===== src/rtl/factory_test_pkg.sv =====
// factory_test_pkg: shared types and constants for the factory-test sequencer.
// Holds the FSM state enum, phase codes reported on the phase output, and the
// LFSR taps and seed used to generate the loopback pattern.
package factory_test_pkg;

  typedef enum logic [2:0] {
    IDLE,
    EN3V3,
    GAP1,
    EN1V8,
    GAP2,
    LOOP,
    DRAIN,
    DONE
  } ft_state_t;

  typedef enum logic [1:0] {
    PH_IDLE = 2'd0,
    PH_3V3  = 2'd1,
    PH_1V8  = 2'd2,
    PH_LOOP = 2'd3
  } ft_phase_t;

  // x^8+x^6+x^5+x^4+1, taps on bits 7,5,4,3 of a left-shifting register
  localparam logic [7:0] LFSR_TAPS = 8'hB8;
  localparam logic [7:0] LFSR_SEED = 8'h01;

  function automatic logic [7:0] lfsr_next(input logic [7:0] s);
    return {s[6:0], ^(s & LFSR_TAPS)};
  endfunction

endpackage


===== src/rtl/ft_lfsr8.sv =====
// ft_lfsr8: 8-bit Fibonacci LFSR with synchronous load-to-seed and step.
// Load has priority over step; the register holds when neither is asserted.
module ft_lfsr8
  import factory_test_pkg::*;
(
  input  logic       clk,
  input  logic       rst_n,
  input  logic       load,
  input  logic       step,
  output logic [7:0] q
);

  // Pattern register: seed on load, advance one value on step.
  always_ff @(posedge clk or negedge rst_n) begin
    if (!rst_n) begin
      q <= '0;
    end else if (load) begin
      q <= LFSR_SEED;
    end else if (step) begin
      q <= lfsr_next(q);
    end
  end

endmodule


===== src/rtl/factory_test_sequencer.sv =====
// factory_test_sequencer: sequences the bias cell's active-low 3.3 V / 1.8 V
// enables with break-before-make gaps, then drives an LFSR pattern over the
// uio loopback and counts mismatches against the synchronized return path.
// Optional macro FT_ERRCAP_EN adds err_idx/err_data first-mismatch capture.
module factory_test_sequencer
  import factory_test_pkg::*;
#(
  parameter int DWELL_W     = 16,
  parameter int DWELL_CYC   = 1000,
  parameter int GAP_CYC     = 16,
  parameter int LOOP_LEN    = 255,
  parameter int SYNC_STAGES = 2
) (
  input  logic       clk,
  input  logic       rst_n,
  input  logic       ena,
  input  logic       start,
  output logic       ena_3v3_n,
  output logic       ena_1v8_n,
  output logic [7:0] pat_out,
  output logic [7:0] pat_oe,
  input  logic [7:0] pat_in,
  output logic       busy,
  output logic       done,
  output logic       pass,
  output logic [3:0] err_cnt,
  output logic [1:0] phase
`ifdef FT_ERRCAP_EN
  ,
  output logic [7:0] err_idx,
  output logic [7:0] err_data
`endif
);

  localparam logic [DWELL_W-1:0] DWELL_LD = DWELL_W'(DWELL_CYC - 1);
  localparam logic [DWELL_W-1:0] GAP_LD   = DWELL_W'(GAP_CYC - 1);
  localparam logic [DWELL_W-1:0] LOOP_LD  = DWELL_W'(LOOP_LEN - 1);
  localparam logic [DWELL_W-1:0] DRAIN_LD = DWELL_W'(SYNC_STAGES);

  ft_state_t            state;
  logic [DWELL_W-1:0]   cnt;
  logic [SYNC_STAGES-1:0] start_sync;
  logic                 start_q;
  logic [7:0]           pat_sync [SYNC_STAGES];
  logic [7:0]           exp_q    [SYNC_STAGES];
  logic [SYNC_STAGES-1:0] vld_q;
  logic                 launch;
  logic                 cnt_zero;
  logic                 lfsr_load;
  logic                 lfsr_step;
  logic                 cmp_vld;
  logic                 mismatch;

  assign cnt_zero  = (cnt == '0);
  assign launch    = ena && start_sync[SYNC_STAGES-1] && !start_q &&
                     ((state == IDLE) || (state == DONE));
  assign lfsr_load = ena && (state == GAP2) && cnt_zero;
  assign lfsr_step = (state == LOOP) && !cnt_zero;
  assign cmp_vld   = vld_q[SYNC_STAGES-1];
  assign mismatch  = cmp_vld && (pat_sync[SYNC_STAGES-1] != exp_q[SYNC_STAGES-1]);

  ft_lfsr8 u_lfsr (
    .clk   (clk),
    .rst_n (rst_n),
    .load  (lfsr_load),
    .step  (lfsr_step),
    .q     (pat_out)
  );

  // Start synchronizer plus one flop for rising-edge detection.
  always_ff @(posedge clk or negedge rst_n) begin
    if (!rst_n) begin
      start_sync <= '0;
      start_q    <= 1'b0;
    end else begin
      start_sync[0] <= start;
      for (int unsigned i = 1; i < SYNC_STAGES; i++) start_sync[i] <= start_sync[i-1];
      start_q <= start_sync[SYNC_STAGES-1];
    end
  end

  // The expected line runs through the same depth as the pat_in synchronizer,
  // so both ends line up; the registered count adds the final cycle of delay.
  always_ff @(posedge clk or negedge rst_n) begin
    if (!rst_n) begin
      for (int unsigned i = 0; i < SYNC_STAGES; i++) begin
        pat_sync[i] <= '0;
        exp_q[i]    <= '0;
      end
      vld_q <= '0;
    end else begin
      pat_sync[0] <= pat_in;
      exp_q[0]    <= pat_out;
      vld_q[0]    <= ena && (state == LOOP);
      for (int unsigned i = 1; i < SYNC_STAGES; i++) begin
        pat_sync[i] <= pat_sync[i-1];
        exp_q[i]    <= exp_q[i-1];
        vld_q[i]    <= ena && vld_q[i-1];
      end
    end
  end

  // Saturating mismatch counter, cleared by launch and kept across abort.
  always_ff @(posedge clk or negedge rst_n) begin
    if (!rst_n) begin
      err_cnt <= '0;
    end else if (launch) begin
      err_cnt <= '0;
    end else if (mismatch && (err_cnt != 4'hF)) begin
      err_cnt <= err_cnt + 4'd1;
    end
  end

`ifdef FT_ERRCAP_EN
  logic [7:0] cmp_idx;

  // Index every compared sample and latch the first failing one.
  always_ff @(posedge clk or negedge rst_n) begin
    if (!rst_n) begin
      cmp_idx  <= '0;
      err_idx  <= '1;
      err_data <= '0;
    end else if (launch) begin
      cmp_idx  <= '0;
      err_idx  <= '1;
      err_data <= '0;
    end else if (cmp_vld) begin
      cmp_idx <= cmp_idx + 8'd1;
      if (mismatch && (err_idx == 8'hFF)) begin
        err_idx  <= cmp_idx;
        err_data <= pat_sync[SYNC_STAGES-1];
      end
    end
  end
`endif

  // Sequencer FSM; every output is registered on the transition into its state.
  always_ff @(posedge clk or negedge rst_n) begin
    if (!rst_n) begin
      state     <= IDLE;
      cnt       <= '0;
      ena_3v3_n <= 1'b1;
      ena_1v8_n <= 1'b1;
      pat_oe    <= '0;
      busy      <= 1'b0;
      done      <= 1'b0;
      pass      <= 1'b0;
      phase     <= PH_IDLE;
    end else if (!ena) begin
      state     <= IDLE;
      ena_3v3_n <= 1'b1;
      ena_1v8_n <= 1'b1;
      pat_oe    <= '0;
      busy      <= 1'b0;
      done      <= 1'b0;
      phase     <= PH_IDLE;
    end else begin
      case (state)
        IDLE, DONE: begin
          if (launch) begin
            state     <= EN3V3;
            cnt       <= DWELL_LD;
            ena_3v3_n <= 1'b0;
            busy      <= 1'b1;
            done      <= 1'b0;
            pass      <= 1'b0;
            phase     <= PH_3V3;
          end
        end
        EN3V3: begin
          if (cnt_zero) begin
            state     <= GAP1;
            cnt       <= GAP_LD;
            ena_3v3_n <= 1'b1;
          end else cnt <= cnt - 1'b1;
        end
        GAP1: begin
          if (cnt_zero) begin
            state     <= EN1V8;
            cnt       <= DWELL_LD;
            ena_1v8_n <= 1'b0;
            phase     <= PH_1V8;
          end else cnt <= cnt - 1'b1;
        end
        EN1V8: begin
          if (cnt_zero) begin
            state     <= GAP2;
            cnt       <= GAP_LD;
            ena_1v8_n <= 1'b1;
          end else cnt <= cnt - 1'b1;
        end
        GAP2: begin
          if (cnt_zero) begin
            state  <= LOOP;
            cnt    <= LOOP_LD;
            pat_oe <= '1;
            phase  <= PH_LOOP;
          end else cnt <= cnt - 1'b1;
        end
        LOOP: begin
          if (cnt_zero) begin
            state <= DRAIN;
            cnt   <= DRAIN_LD;
          end else cnt <= cnt - 1'b1;
        end
        DRAIN: begin
          if (cnt_zero) begin
            state  <= DONE;
            pat_oe <= '0;
            busy   <= 1'b0;
            done   <= 1'b1;
            pass   <= (err_cnt == 4'd0);
            phase  <= PH_IDLE;
          end else cnt <= cnt - 1'b1;
        end
        default: state <= IDLE;
      endcase
    end
  end

endmodule


===== config.mk =====
export PLATFORM = sky130hd
export DESIGN_NAME = factory_test_sequencer
export DESIGN_NICKNAME = d
export VERILOG_FILES = /design/src/rtl/factory_test_pkg.sv /design/src/rtl/ft_lfsr8.sv /design/src/rtl/factory_test_sequencer.sv
export SDC_FILE = /design/constraint.sdc
export NUM_CORES = 1
export LEC_CHECK = 0
export CAP_MARGIN = 30
export CORE_MARGIN = 3
export CORE_UTILIZATION = 40
export DETAILED_ROUTE_END_ITERATION = 10
export DONT_BUFFER_PORTS = 1
export PLACE_DENSITY_LB_ADDON = 0.15
export SYNTH_ARGS = -nofsm -noshare
export SYNTH_HDL_FRONTEND = slang
export SYNTH_SLANG_ARGS = --single-unit

===== constraint.sdc =====
create_clock -name clk -period 2.2 [get_ports clk]
set_input_delay 0.11 -clock clk [delete_from_list [all_inputs] [get_ports clk]]
set_output_delay 0.11 -clock clk [all_outputs]
set_load 0.05 [all_outputs]

==> results.json <==
{
  "slew_headroom_pct": 57.26,
  "cts_tree": "yes",
  "grt_antenna_before_repair": 0,
  "path_clk_slew_ns": 0.09,
  "crit_chain": "inv_2 > ha_4 > or4b_4 > buf_6 > nor3_4 > nand2_1 > or4_4 > o221a_2",
  "initial_core_util_pct": 41.89,
  "drv_slew": 0,
  "syn_nets": 347,
  "grt_usage_pct": 18.65,
  "p_leak_nw": 1.953,
  "synthesis.area_um2": 3511,
  "grt_pass1_vias": 2794,
  "ant_nets": 0,
  "die_x_um": 99.69,
  "overflow": 0,
  "ios": 39,
  "gp_congestion": 0.8620,
  "peakVddDrop_v": 0.0004263,
  "antennaDiodeCount": 0,
  "max_freq_mhz": 443.1,
  "end_kind": "flop",
  "ys_top_cells_by_area": "dfrtp_1 (53%), ha_1 (3.2%), nor2_1 (3.2%)",
  "hold_slack_ns": 0.03444,
  "coreArea_um2": 8382,
  "placed_cell_area_um2": 3989,
  "p_seq_share_pct": 40.6,
  "cpPeakStageDelay_ns": 0.53,
  "ff2ff_path_depth": 8,
  "routed_via_density": 5.596,
  "cts_max_level": 3,
  "final_net_count": 409,
  "drt-total-wl_mm": 8.601,
  "synth_seq_area_share_pct": 54.24,
  "die_y_um": 99.69,
  "syn_inst": 326,
  "syn_to_final_growth_pct": 27.98,
  "wl_per_cell_um": 17.27,
  "yosysWarnings": 0,
  "grt_pass1_wl_mm": 14.39,
  "p_per_area_nw_per_um2": 1159,
  "ys.flop_type": "dfrtp_1",
  "period_needed_ns": 2.257,
  "crit_path_max_fanout": 3,
  "final_area_um2": 4493,
  "ys_ff_latch": 76,
  "status": "finished, violations left",
  "hold_class": "input port to flop",
  "num_vias": 2787,
  "violations": "negative setup slack",
  "dr.pass1.iters": 5,
  "drt_iter0_drc": 197,
  "hold_violations": 0,
  "port_buffers": 0,
  "ys_async_sr_fraction_pct": 100.0,
  "finalSetupViolCount": 10,
  "cts-root-buf": "clkbuf_8",
  "syn_avg_cell_area_um2": 10.77,
  "yosysTopAreaCellShare_pct": 52.74,
  "combPwrFrac_pct": 37.8,
  "pwr-share-clk_pct": 21.6,
  "finClkSkew_ns": 0.01204,
  "criticalPathCategory": "flop to flop",
  "drive_gt1_share_pct": 27.23,
  "nFillCells": 764,
  "std_cell_rows": 33,
  "clk_latency_ns": 0.36,
  "numCtsBuffers": 9,
  "fin_crit_sh_pct": 102.6,
  "dpl.hpwl_mm": 5.728,
  "sw_frac_of_total_pct": 40.39,
  "cts_buffer_depth": 2,
  "synth_cell_type_count": 57,
  "r2r_slack_ns": -0.06,
  "cp_num_cells": 8,
  "arrival_ns": 2.50,
  "hold_path_depth": 2,
  "p_int_mw": 3.104,
  "tightest_slew_ns": 0.6411,
  "maxCapViolations": 0,
  "synth_top_area_cell": "dfrtp_1",
  "cp_slowest_cell": "or4_4",
  "synth-edff-count": 0,
  "start_kind": "flop",
  "cts.sinks": 76,
  "die-area_um2": 9937,
  "critical_path.top_delay_family": "simple AND/OR/NAND/NOR gates",
  "final.setup.worst_slack_ns": -0.05685,
  "path_buf_inv": 2,
  "cp.required_ns": 2.45,
  "switchingPower_mw": 2.103,
  "drc": 0,
  "grt_setup_unrepaired": "yes",
  "grt_max_degree": 77
}
power groups by stage:
| stage | Combinational [mW] | Sequential [mW] | Clock [mW] |
|---|---|---|---|
| floorplan | 0.962 | 2.17 | 0 |
| global placement | 1.69 | 2.13 | 0 |
| detailed placement | 1.71 | 2.14 | 0 |
| CTS | 1.83 | 2.11 | 1.16 |
| global route | 2.15 | 2.15 | 1.22 |
| finish | 1.97 | 2.11 | 1.13 |
sequential cells by signal, summed over array words and instances (netlist names):
signal,count
vld_q,2
ena_3v3_n,1
busy,1
err_cnt,4
start_sync,2
pat_sync,16
start_q,1
done,1
phase,2
exp_q,16
pat_oe,1
state,3
cnt,16
ena_1v8_n,1
u_lfsr.q,8
pass,1
synth_stat cells, types with 2 or more instances:
| cell | count |
|---|---|
| dfstp_2 | 2 |
| nand3_1 | 14 |
| clkbuf_1 | 5 |
| nand4_1 | 2 |
| nor4_1 | 8 |
| a32oi_1 | 3 |
| o22a_1 | 4 |
| xnor2_1 | 6 |
| a31oi_1 | 8 |
| xor2_1 | 8 |
| nor2b_1 | 2 |
| a2bb2oi_1 | 2 |
| a41oi_1 | 2 |
| and3_1 | 3 |
| a22o_1 | 5 |
| ha_1 | 9 |
| nor3_1 | 10 |
| dfrtp_1 | 74 |
| and2_1 | 3 |
| nand2b_1 | 6 |
| o211ai_1 | 2 |
| o21ai_0 | 16 |
| or3_1 | 5 |
| buf_4 | 7 |
| a311oi_1 | 2 |
| or2_2 | 3 |
| inv_1 | 16 |
| buf_2 | 3 |
| mux2i_1 | 10 |
| a211oi_1 | 2 |
| nand2_1 | 17 |
| nor2_1 | 30 |
| a21oi_1 | 11 |
| o22ai_1 | 3 |
per-layer routing:
metal | wire (um) | vias up | global-route usage (%)
li1 | - | 1300 | -
met1 | 3913 | 1395 | 25.71
met2 | 4054 | 81 | 28.07
met3 | 513 | 11 | 5.189
met4 | 120 | 0 | 6.828
met5 | 0 | - | 0
path summary, 6_finish.rpt:
kind	end	startpoint
max	cnt[2]	cnt[0]
min	done	ena
max reg2reg	cnt[2]	cnt[0]
min reg2reg	exp_q[7]	exp_q[15]
max in group asynchronous	ena_3v3_n	rst_n
min in group asynchronous	done	rst_n
worst reg2reg max path: cells and delay by family (launching register included):
family	cells	cell delay, ns
simple gates	4	1.28
fa+ha+maj	1	0.12
buf+inv	2	0.22
compound gates	1	0.13
flops	1	0.40
layout make-up:
cell class,count,area [um2],area share (%)
sequential,76,1908,42.47
multi-input combinational,218,1568,34.89
timing repair buffer,67,619.3,13.78
tap,105,131.4,2.924
clock buffer,9,123.9,2.757
clock inverter,7,82.58,1.838
inverter,16,60.06,1.337
metrics by stage:
stage | cells | setup slack (ns) | power (mW) | TNS (ns) | util (%)
4_1_cts | 495 | -0.03721 | 5.102 | -0.1876 | 52.28
2_1_floorplan | 326 | -0.1041 | 3.131 | -1.217 | -
3_5_place_dp | 466 | -0.2299 | 3.849 | -3.089 | 47.59
6_report | 498 | -0.05685 | 5.207 | -0.1818 | 53.61
5_1_grt | 498 | -0.1494 | 5.530 | -2.265 | 53.61
3_3_place_gp | 466 | -0.2027 | 3.822 | -2.899 | 47.59
cell families (layout without fill, tap and decap cells):
logic type,count (synthesis),count (layout),synth area share (%)
adder cells (fa/ha/maj),9,9,3.207
flip-flops,76,76,54.24
buffers and inverters,33,99,4.597
XOR/XNOR,14,14,3.493
multiplexers,10,10,2.851
AO/OA/AOI/OAI,75,76,15.68
AND/OR/NAND/NOR,109,109,15.93
cells in the final DEF, fill, tap and decap left out, drive strengths merged, types with 10 or more instances in the layout:
master / count
a21oi: 11
buf: 56
dfrtp: 74
dlygate4sd3: 11
inv: 19
mux2i: 10
nand2: 17
nand3: 14
nor2: 31
nor3: 11
o21ai: 18
timing repair:
| action | 4_1_cts | 5_1_grt |
|---|---|---|
| gates resized for setup | 8 | 25 |
| hold buffers | 12 | 0 |
| hold endpoints to repair | 91 | 0 |
| buffers inserted | 0 | 3 |
| setup endpoints to repair | 28 | 31 |
| pin swaps | 5 | 11 |
| gates cloned | 1 | 0 |
Power figures use the tool's default switching activity.
